$ cat config.mk
export PLATFORM = sky130hd
export DESIGN_NAME = control_unit
export DESIGN_NICKNAME = d
export VERILOG_FILES = /design/src/rtl/control_unit.sv
export SDC_FILE = /design/constraint.sdc
export NUM_CORES = 1
export LEC_CHECK = 0
export BUFFER_PORTS_ARGS = -buffer_cell sky130_fd_sc_hd__clkbuf_2
export CORE_MARGIN = 1
export CORE_UTILIZATION = 25
export CTS_CLUSTER_DIAMETER = 40
export DETAILED_ROUTE_END_ITERATION = 8
export GPL_TIMING_DRIVEN = 0
export MAX_ROUTING_LAYER = met4
export PLACE_DENSITY = 0.45
export SLEW_MARGIN = 40
export SYNTH_ARGS = -nofsm -noshare
export SYNTH_HDL_FRONTEND = slang
export SYNTH_SLANG_ARGS = --single-unit
$ cat constraint.sdc
create_clock -name clock -period 2.5 [get_ports clock]
set_input_delay 0 -clock clock [delete_from_list [all_inputs] [get_ports clock]]
set_output_delay 0 -clock clock [all_outputs]
set_load 0.01 [all_outputs]
$ cat src/rtl/control_unit.sv
// Multi-cycle instruction sequencer: fetches from a 32-word ROM and walks each
// instruction through FETCH, DECODE, EXECUTE and WRITEBACK.
module control_unit (
  input  logic        clock,
  input  logic        reset,
  input  logic        zero_flag,
  input  logic        pos_flag,
  output logic        rf_write,
  output logic [2:0]  rs_addr,
  output logic [2:0]  rt_addr,
  output logic [2:0]  rd_addr,
  output logic [15:0] imm_data,
  output logic [3:0]  alu_sel,
  output logic        imm_sel,
  output logic        mem_write,
  output logic [15:0] mem_data,
  output logic [4:0]  PC
);

  typedef enum logic [2:0] {
    INIT      = 3'd0,
    FETCH     = 3'd1,
    DECODE    = 3'd2,
    EXECUTE   = 3'd3,
    WRITEBACK = 3'd4
  } state_t;

  localparam logic [3:0] OP_MOVI  = 4'hB;
  localparam logic [3:0] OP_STORE = 4'hC;
  localparam logic [3:0] OP_JMP   = 4'hD;
  localparam logic [3:0] OP_JZ    = 4'hE;
  localparam logic [3:0] OP_JP    = 4'hF;

  state_t      state;
  state_t      next_state;
  logic [15:0] ir;
  logic [3:0]  opcode;
  logic        branch_taken;

  function automatic logic [15:0] rom_word(input logic [4:0] addr);
    case (addr)
      5'd0:    rom_word = 16'hB001;
      5'd1:    rom_word = 16'hB202;
      5'd2:    rom_word = 16'h0408;
      5'd3:    rom_word = 16'h1640;
      5'd4:    rom_word = 16'hBC08;
      5'd5:    rom_word = 16'hC180;
      5'd6:    rom_word = 16'hD006;
      default: rom_word = 16'h0000;
    endcase
  endfunction

  assign opcode   = ir[15:12];
  assign mem_data = ir;

  // Branch decisions use the decoded opcode/immediate latched at DECODE
  assign branch_taken = (alu_sel == OP_JMP) ||
                        ((alu_sel == OP_JZ) && zero_flag) ||
                        ((alu_sel == OP_JP) && pos_flag);

  always_ff @(posedge clock or negedge reset) begin
    if (!reset) state <= INIT;
    else        state <= next_state;
  end

  always_comb begin
    next_state = state;
    rf_write   = 1'b0;
    mem_write  = 1'b0;
    case (state)
      INIT:      next_state = FETCH;
      FETCH:     next_state = DECODE;
      DECODE:    next_state = EXECUTE;
      EXECUTE:   next_state = WRITEBACK;
      WRITEBACK: begin
        next_state = FETCH;
        rf_write   = (alu_sel <= OP_MOVI);
        mem_write  = (alu_sel == OP_STORE);
      end
      default:   next_state = INIT;
    endcase
  end

  always_ff @(posedge clock or negedge reset) begin
    if (!reset) begin
      ir       <= 16'h0000;
      PC       <= 5'd0;
      rs_addr  <= 3'd0;
      rt_addr  <= 3'd0;
      rd_addr  <= 3'd0;
      imm_data <= 16'h0000;
      alu_sel  <= 4'h0;
      imm_sel  <= 1'b0;
    end else begin
      case (state)
        INIT, WRITEBACK: begin
          ir <= rom_word(PC);
          PC <= PC + 5'd1;
        end
        FETCH: begin
          rd_addr  <= ir[11:9];
          rs_addr  <= ir[8:6];
          rt_addr  <= ir[5:3];
          imm_data <= {{10{ir[5]}}, ir[5:0]};
          alu_sel  <= opcode;
          imm_sel  <= (opcode == 4'h8) || (opcode == 4'h9) ||
                      (opcode == OP_MOVI) || (opcode == OP_STORE);
        end
        EXECUTE: begin
          if (branch_taken) PC <= imm_data[4:0];
        end
        default: ;
      endcase
    end
  end

endmodule

### Word level (Yosys, flattened, before mapping)

Cells that the tools add are included.

* bits in registers: 44
* word-level logic and storage cells: 48

* add/subtract/negate cells: 1
* magnitude comparators: 1
* equality and inequality tests: 19
* mux-type cells: 6
* reduce and logical (&&, ||, !) cells: 12

Operators by type and width (number)
* case mux 16 bit (7 select lines): 1
* equality test 4 bit (second input constant): 8
* equality test 5 x 3 -> 1 bit (second input constant): 3
* case mux 3 bit (4 select lines): 1
* equality test 5 x 2 -> 1 bit (second input constant): 2
* case mux 5 bit (2 select lines): 1
* equality test 3 x 2 -> 1 bit (second input constant): 2
* adder 5 x 1 -> 5 bit (second input constant): 1
* equality test 5 x 1 -> 1 bit (second input constant): 1
* logical NOT 5 bit: 1
* logical OR 1 bit: 5
* two-way mux 5 bit: 1
* less-or-equal comparator 4 bit (second input constant): 1
* equality test 3 x 1 -> 1 bit (second input constant): 1
* equality test 3 bit (second input constant): 1
* logical NOT 3 bit: 1
* logical AND 1 bit: 2
* two-way mux 1 bit: 2
* != test 2 bit (second input constant): 1
* AND reduction 2 bit: 1
* nonzero test 2 bit: 1
* OR reduction 2 bit: 1

### Depth between registers and ports, before layout

Gate-level depths: netlist of run 1.

* depth in word-level cells: 6
* depth in mapped cells: 6
* mapped depth without buffers: 6

### Worst setup path after synthesis of run 1

Ideal clock, no wire load.

* path kind: register to register
* start point: register state[1]
* end point: register alu_sel[3]
* data arrival time: 1381 ps
* required time: 2375 ps
* setup slack: 994 ps
* cell stages (with the launch flop): 5
* buffers on the path: 2
* clock period less this slack: 1506 ps
* path through: dfrtp_1 > buf_2 > nor3b_2 > buf_4 > mux2_2

* word-level cells in the longest chain between the ends: 1

Ends and longest elaborated chain
* from (decl): RTL line 34 `state_t state;`
* from (signal assigned): RTL line 63 `else state <= next_state;`
* equality test 3 x 1 -> 1 bit: RTL line 95 `case (state)`
* to (signal assigned): RTL line 105 `alu_sel <= opcode;`
* to (decl): RTL line 13 `output logic [3:0] alu_sel,`

No other way between the ends.
A chain may end at the register's enable or synchronous reset.

### Worst setup path after layout of run 1

* start point: register state[1]
* end point: output port mem_write

* word-level cells in the longest chain between the ends: 2

Ends and longest elaborated chain
* equality test 3 bit: RTL line 70 `case (state)`
* two-way mux 1 bit: RTL line 70
* to (decl): RTL line 15 `output logic mem_write,`

No other way between the ends.

==> impl_metrics.tcl, run 1 <==
set metrics [dict create \
    ff2ff_path_depth 3 \
    worstMarginPinSlew_ns 0.653 \
    power_leakage_nw 1.22 \
    grt_pass1_vias 1229 \
    p_clk_frac 0.423 \
    met3_usage 0.0318 \
    stdcell_count 331 \
    drt_iter0_drc 61 \
    root_buffer "clkbuf_8" \
    grt_usage 0.118 \
    gr-usage-met1 0.164 \
    max_freq_mhz 504 \
    avgSynthCellArea_um2 10.3 \
    dr.pass1.iters 4 \
    synth_area_leader_cell "dfrtp_1" \
    synth.distinct_cells 32 \
    grt_busiest_layer "met1" \
    crit_fanout 9 \
    cts-resized-gates 0 \
    slew_headroom 0.563 \
    hold_violations 0 \
    hpwl_mm 2.86 \
    core_um2 6790 \
    path_cells "buf_2 > nor2_1 > nand2_1 > nor4_1 > clkbuf_2" \
    io_buffer_count 40 \
    synthTopCellsByArea "dfrtp_1 (50%), buf_4 (8.5%), mux2_2 (8.3%), nand2_1 (5.1%), o21ai_0 (4.3%)" \
    htree_levels 2 \
    layout.nets 242 \
    post-route-period-util 0.794 \
    finalMaxSlewViolations 0 \
    ys_seq_area_frac 0.498 \
    hold_class "input pin to asynchronous set/reset pin" \
    place.gp.congestion 0.791 \
    path_clk_slew_ns 0.07 \
    cp.arrival_ns 1.98 \
    met2_usage 0.162 \
    grt_pass1_wl_mm 6.44 \
    cts_sinks 35 \
    overflow 0 \
    p_sw_frac 0.209 \
    netlist_area_um2 1760 \
    die_y_um 85.9 \
    drc_errors 0 \
    grt_max_degree 36 \
    ys_seq_elements 35 \
    ir_drop_v 0.000163 \
    rrSetupSlack_ns 0.75 \
    p_int_w 0.000837 \
    synth_common_cells "dfrtp_1 (35), nand2_1 (24), buf_4 (20), o21ai_0 (15), mux2_2 (13)" \
    worst-path-buf-inv 2 \
    num_rows 30 \
    routed_wl_mm 3.92 \
    fin_setup_tns_ns 0 \
    vias 1347 \
    layout-drive-gt1-share 0.362 \
    io_pins 57 \
    final-setup-viol-count 0 \
    post_cts_buffers 0 \
    finalPower_w 0.00106 \
    powerDensity_nw_per_um2 471 \
    vias_per_cell 4.07 \
    worst_ep_required_time_ns 2.50 \
    cp-end-kind "primary output" \
    worstReg2RegEnd "rd_addr[1]$_DFFE_PN0P_" \
    async_flop_share 1.00 \
    pwr-share-comb 0.042 \
    postCtsHoldBufs 1 \
    rsz0062_at_grt "false" \
    clk-insertion-delay-late_ns 0.29 \
    fin_crit_ns 1.98 \
    critical_path.top_delay_family "simple AND/OR/NAND/NOR gates" \
    r2r_start "state[0]$_DFF_PN0_" \
    yosys_warnings 0 \
    path_class "register to primary output" \
    synth_top_area_frac 0.498 \
    die-area_um2 7370 \
    synth_edf_count 0 \
    worst_path_max_delay_cell "nor2_1" \
    cts_tree "built" \
    synthFlopType "dfrtp_1" \
    cts_buffers 5 \
    n_antenna_cell 0 \
    dp.cells 322 \
    drv_cap 0 \
    hold_ws_ns 0.245 \
    clockBufferDepth 2 \
    worst_clock_skew_ns 0.00579 \
    routedWlPerCell_um 11.8 \
    outcome "finished clean" \
    netlist_instances 171 \
    synth.most_common_cell "dfrtp_1" \
    area_growth_pct 27.8 \
    p_seq_frac 0.535 \
    initial_core_util 0.259 \
    p_switching_w 0.000221 \
    start_kind "register" \
    antenna_found_initial 0 \
    die_x_um 85.9 \
    cp_slowest_stage_delay_ns 0.53 \
    detail-route-antenna-nets 0 \
    finish.utilization 0.331 \
]
==> worst max-delay path by stage <==
| stage | from | endpoint | slack [ns] | cells past startpoint |
|---|---|---|---|---|
| 2_1_floorplan | state[1]$_DFF_PN0_ | alu_sel[3]$_DFFE_PN0P_ | 0.99 | 4 |
| 3_3_place_gp | state[1]$_DFF_PN0_ | imm_data[0]$_DFFE_PN0P_ | 0.73 | 4 |
| 3_5_place_dp | state[0]$_DFF_PN0_ | imm_data[0]$_DFFE_PN0P_ | 0.72 | 3 |
| 4_1_cts | state[1]$_DFF_PN0_ | mem_write | 0.50 | 5 |
| 5_1_grt | state[1]$_DFF_PN0_ | mem_write | 0.41 | 5 |
| 6_report | state[1]$_DFF_PN0_ | mem_write | 0.52 | 5 |
==> power by group through the flow <==
stage          combinational [W]  sequential, W  clock, W
2_1_floorplan          0.0000292       0.000577         0
3_3_place_gp           0.0000433       0.000577         0
3_5_place_dp           0.0000433       0.000577         0
4_1_cts                0.0000448       0.000566  0.000462
5_1_grt                0.0000499       0.000565  0.000487
6_report               0.0000441       0.000566  0.000448
==> registers in the layout (all words and copies together), names as in the netlist <==
signal	cells
mem_data	13
imm_sel	1
alu_sel	4
PC	5
state	3
rs_addr	2
rd_addr	3
imm_data	4
==> layout by cell type, fill, tap and decap left out, drive strengths merged, types with 2 or more instances in the layout <==
cell type  count
dfrtp         35
clkbuf        52
conb          16
nand2         24
o311ai         2
a21oi          9
mux2i          2
buf           21
nor3           2
nand2b         2
o21ai         16
ha             4
inv            5
nand3         10
nor2           6
nor4           2
mux2          13
==> layout make-up <==
type | instances | area (um^2)
Fill cell | 713 | 4550
Sequential cell | 35 | 876
Multi-Input combinational cell | 121 | 749
Timing Repair Buffer | 41 | 213
Buffer | 25 | 170
Tap cell | 96 | 120
Clock buffer | 8 | 100
Inverter | 5 | 18.8
==> cells by family (layout without fill, tap and decap cells) <==
logic type	after synthesis	in the layout	synth area share
DFF	35	35	0.498
buffers and inverters	30	79	0.107
adders and majority gates	4	4	0.0285
AOI/OAI and AO/OA	30	30	0.105
muxes	15	15	0.0947
other	1	16	0.00213
xor gates and xnor gates	2	2	0.00997
and+or+nand+nor	54	54	0.154
==> layer usage <==
metal | part of all wire | routed length [um]
met5 | 0 | 0
met3 | 0.052 | 204
met4 | 0.015 | 59
met2 | 0.43 | 1700
met1 | 0.50 | 1950
==> per-stage QoR <==
step / setup slack (ns) / instance area (um^2)
floorplan: 0.994 / 1810
CTS: 0.498 / 2250
detailed placement: 0.716 / 2140
finish: 0.516 / 2250
global placement: 0.734 / 2130
global route: 0.407 / 2250
Power figures use the tool's default switching activity.
==> run 2: changes to the inputs <==
==> constraint.sdc (replaced) <==
create_clock -name clock -period 1.9 [get_ports clock]
set_input_delay 0 -clock clock [delete_from_list [all_inputs] [get_ports clock]]
set_output_delay 0 -clock clock [all_outputs]
set_load 0.01 [all_outputs]
==> impl_metrics.tcl, run 2 (synthesis gave the netlist of run 1 again) <==
set metrics [dict create \
    outcome "finished clean" \
    highest_layer "met4" \
    grt_pass1_wl_mm 6.44 \
    path_class "register to primary output" \
    routed-wl-met3_um 198 \
    grt_max_degree 36 \
    power_leakage_nw 1.23 \
    detail-route-antenna-nets 0 \
    antenna_found_initial 0 \
    worst_clock_skew_ns 0.00580 \
    finalMaxSlewViolations 0 \
    vias_per_cell 4.08 \
    vias 1352 \
    place.gp.congestion 0.791 \
    wl_met2_mm 1.70 \
    layout.nets 242 \
    hold_violations 0 \
    final-setup-viol-count 0 \
    max_freq_mhz 562 \
    rrSetupSlack_ns 0.13 \
    cts_sinks 35 \
    hpwl_mm 2.86 \
    post-route-period-util 0.937 \
    core_um2 6790 \
    largest_reg_flops 13 \
    drv_cap 0 \
    die_x_um 85.9 \
    ff2ff_path_depth 3 \
    post_cts_buffers 0 \
    routedWlPerCell_um 11.8 \
    area_growth_pct 28.0 \
    drt_iter0_drc 63 \
    drt-met1-wl_mm 1.95 \
    die_y_um 85.9 \
    multi_input_area_um2 752 \
    die-area_um2 7370 \
    root_buffer "clkbuf_8" \
    place_ws_ns 0.116 \
    crit_fanout 9 \
    routed_wl_mm 3.91 \
    path_clk_slew_ns 0.07 \
    layout-drive-gt1-share 0.366 \
    slew_headroom 0.629 \
    grt_usage 0.118 \
    r2r_start "state[0]$_DFF_PN0_" \
    n_antenna_cell 0 \
    mostFrequentLayoutCells "clkbuf_2 (39), dfrtp_1 (35), nand2_1 (24), buf_4 (20), conb_1 (16)" \
    cp.arrival_ns 1.78 \
    ir_drop_v 0.000214 \
    start_kind "register" \
    worstMarginPinSlew_ns 0.554 \
    fin_crit_ns 1.78 \
    fin_setup_tns_ns 0 \
    drc_errors 0 \
    cts_tree "built" \
    hold_class "input pin to asynchronous set/reset pin" \
    initial_core_util 0.259 \
    cts_buffers 5 \
    fill_cells 712 \
    mostFrequentLayoutCell "clkbuf_2" \
    num_rows 30 \
    io_pins 57 \
    overflow 0 \
    clk-insertion-delay-late_ns 0.29 \
    io_buffer_count 40 \
    grt_pass1_vias 1229 \
    seq_area_um2 876 \
    htree_levels 2 \
    worst_ep_required_time_ns 1.90 \
    dr.pass1.iters 4 \
    worstReg2RegEnd "rd_addr[1]$_DFFE_PN0P_" \
    cp-startpoint "state[1]$_DFF_PN0_" \
    clockBufferDepth 2 \
    rsz0062_at_grt "false" \
    cp-end-kind "primary output" \
    setup_slack_ns 0.119 \
    powerDensity_nw_per_um2 618 \
]
[run 2: changes by cell type in the layout (fill, tap and decap cells not counted)]
| cell | change |
|---|---|
| nor2_1 | -1 |
| nor2_2 | +1 |
| o311ai_0 | -1 |
| o311ai_1 | +1 |
[run 2: routing by layer]
metal  global-route usage  vias up
met5                    -        -
met4               0.0455        0
met3               0.0318        7
met2                0.162       38
met1                0.164      631
li1                     -      676
[run 2: layout make-up]
cell class / instances / area share
inverter: 5 / 0.00834
clock buffer: 8 / 0.0445
tap: 96 / 0.0534
timing repair buffer: 41 / 0.0945
buffer: 25 / 0.0756
multi-input combinational: 121 / 0.334
sequential: 35 / 0.389
[run 2: how the worst max path moves through the flow]
| stage | to | slack (ns) | cells past startpoint |
|---|---|---|---|
| floorplan | alu_sel[3]$_DFFE_PN0P_ | 0.39 | 4 |
| global placement | imm_data[0]$_DFFE_PN0P_ | 0.13 | 4 |
| detailed placement | imm_data[0]$_DFFE_PN0P_ | 0.12 | 3 |
| CTS | imm_data[0]$_DFFE_PN0P_ | 0.08 | 3 |
| global route | imm_data[0]$_DFFE_PN0P_ | 0.01 | 3 |
| finish | mem_write | 0.12 | 5 |
[run 2: worst max-delay path, stage by stage (launching register included)]
cell	delay, ns
dfrtp_1	0.35
buf_2	0.17
nor2_2	0.37
nand2_1	0.15
nor4_1	0.28
clkbuf_2	0.18
[run 2: repair_timing]
| item | in CTS | in global routing |
|---|---|---|
| pin swaps | 0 | 0 |
| endpoints found under the hold margin | 35 | 0 |
| endpoints found under the setup margin | 1 | 1 |
| hold buffers | 1 | 0 |
| resized for setup | 1 | 1 |
| cloned | 0 | 0 |
[run 2: power breakdown]
part / switching (W) / internal [W] / total, W / leakage, nW
clock network: 0.000257 / 0.000331 / 0.000588 / 0.0515
registers: 0 / 0.000745 / 0.000745 / 0.459
logic: 0.0000327 / 0.0000253 / 0.0000580 / 0.717
[run 2: stage by stage]
step / hold slack (ns) / total power [W] / cell area [um^2] / cells / utilization
finish: 0.246 / 0.00139 / 2250 / 331 / 0.331
global route: 0.290 / 0.00145 / 2250 / 331 / 0.331
global placement: 0.180 / 0.000816 / 2130 / 322 / 0.314
CTS: 0.269 / 0.00141 / 2250 / 331 / 0.331
detailed placement: 0.0216 / 0.000816 / 2140 / 322 / 0.315
floorplan: -0.296 / 0.000798 / 1810 / 186 / -
==> run 3: changes to the inputs <==
==> constraint.sdc (replaced) <==
create_clock -name clock -period 1.8 [get_ports clock]
set_input_delay 0 -clock clock [delete_from_list [all_inputs] [get_ports clock]]
set_output_delay 0 -clock clock [all_outputs]
set_load 0.01 [all_outputs]
==> impl_metrics.tcl, run 3 (synthesis gave the netlist of run 1 again) <==
set metrics [dict create \
    vias_per_cell 4.10 \
    post_dp_cell_area_um2 2140 \
    cts_sinks 35 \
    die-area_um2 7370 \
    mostFrequentLayoutCells "clkbuf_2 (39), dfrtp_1 (34), nand2_1 (24), buf_4 (20), conb_1 (16)" \
    detail-route-antenna-nets 0 \
    dr.pass1.iters 4 \
    p_switching_w 0.000302 \
    slew_headroom 0.624 \
    drv_cap 0 \
    clockBufferDepth 2 \
    worstMarginPinSlew_ns 0.562 \
    dp.cells 322 \
    htree_levels 2 \
    routed_wl_mm 3.91 \
    pwr-share-comb 0.042 \
    grt_usage 0.118 \
    power_leakage_nw 1.23 \
    post_cts_buffers 0 \
    worst_ep_required_time_ns 1.97 \
    path_cells "nor3b_4 > buf_4 > mux2_2" \
    stdcell_count 331 \
    final-setup-viol-count 0 \
    io_buffer_count 40 \
    io_pins 57 \
    ff2ff_path_depth 3 \
    layout-drive-gt1-share 0.370 \
    clk-insertion-delay-late_ns 0.28 \
    vias 1357 \
    place.gp.congestion 0.791 \
    worst-path-buf-inv 1 \
    post-route-period-util 0.939 \
    path_depth 3 \
    finalMaxSlewViolations 0 \
    path_class "register to register" \
    hold_ws_ns 0.246 \
    cp_slowest_stage_delay_ns 0.53 \
    area_growth_pct 28.7 \
    grt_max_degree 36 \
    cts_tree "built" \
    die_x_um 85.9 \
    cp-end-kind "register" \
    drt_iter0_drc 56 \
    initial_core_util 0.259 \
    layout.nets 242 \
    rrSetupSlack_ns 0.11 \
    drc_errors 0 \
    p_seq_frac 0.537 \
    critical_path.top_delay_family "flip-flops" \
    fill_cells 713 \
    n_antenna_cell 0 \
    p_clk_frac 0.421 \
    hpwl_mm 2.86 \
    crit_fanout 10 \
    antenna_found_initial 0 \
    grt_pass1_vias 1228 \
    largest_reg_flops 13 \
    root_buffer "clkbuf_8" \
    overflow 0 \
    worstReg2RegEnd "rd_addr[1]$_DFFE_PN0P_" \
    grt_pass1_wl_mm 6.43 \
    fin_setup_tns_ns 0 \
    multi_input_area_um2 763 \
    fin_crit_ns 1.69 \
    hold_class "input pin to asynchronous set/reset pin" \
    path_clk_slew_ns 0.07 \
    die_y_um 85.9 \
    mostFrequentLayoutCell "clkbuf_2" \
    start_kind "register" \
    max_freq_mhz 592 \
    crit_end "rd_addr[1]$_DFFE_PN0P_" \
    routedWlPerCell_um 11.8 \
    p_int_w 0.00116 \
    p_sw_frac 0.206 \
    outcome "finished clean" \
    worst_clock_skew_ns 0.00510 \
    cp.arrival_ns 1.86 \
    cp-startpoint "state[0]$_DFF_PN0_" \
    seq_area_um2 877 \
    ir_drop_v 0.000226 \
    rsz0062_at_grt "false" \
    worst_path_max_delay_cell "dfrtp_1" \
    powerDensity_nw_per_um2 647 \
    r2r_start "state[0]$_DFF_PN0_" \
    hold_violations 0 \
    core_um2 6790 \
    cts_buffers 5 \
    fin_area_um2 2260 \
    num_rows 30 \
]
## run 3: metrics by stage
step	power, W	util	setup WS (ns)
final	0.00146	0.333	0.110
after global routing	0.00153	0.333	0.00457
after detailed placement	0.000861	0.315	0.0159
after global placement	0.000861	0.314	0.0342
after CTS	0.00149	0.333	0.0724
after floorplan	0.000842	-	0.294
## run 3: worst min path at each step
stage,startpoint,endpoint,slack (ns),cells after the start
finish,reset,alu_sel[3]$_DFFE_PN0P_,0.25,2
global placement,reset,alu_sel[3]$_DFFE_PN0P_,0.18,1
global route,reset,alu_sel[1]$_DFFE_PN0P_,0.29,2
CTS,reset,alu_sel[3]$_DFFE_PN0P_,0.27,2
detailed placement,reset,alu_sel[3]$_DFFE_PN0P_,0.02,1
floorplan,reset,PC[0]$_DFFE_PN0P_,-0.30,0
## run 3: per-layer routing
layer  share of wire  vias up  GRT usage
li1                -      675          -
met1            0.49      631      0.164
met2            0.44       44      0.162
met3           0.063        7     0.0318
met4           0.015        0     0.0455
met5               0        -          -
## run 3: power by group through the flow
stage          Sequential, W  Combinational, W  Clock [W]
3_3_place_gp        0.000801         0.0000601          0
4_1_cts             0.000786         0.0000622   0.000642
3_5_place_dp        0.000801         0.0000601          0
2_1_floorplan       0.000801         0.0000405          0
5_1_grt             0.000785         0.0000693   0.000677
6_report            0.000786         0.0000612   0.000616
## run 3: timing repair
item | in CTS | in global routing
resized for setup | 3 | 2
setup endpoints to repair | 10 | 1
hold endpoints to repair | 35 | 0
hold buffers | 1 | 0
pin swaps | 0 | 0
## run 3: layout make-up
class | instances | share of cell area
Sequential cell | 35 | 0.388
Multi-Input combinational cell | 121 | 0.337
Timing Repair Buffer | 41 | 0.0940
Buffer | 25 | 0.0752
Tap cell | 96 | 0.0531
Clock buffer | 8 | 0.0442
Inverter | 5 | 0.00830
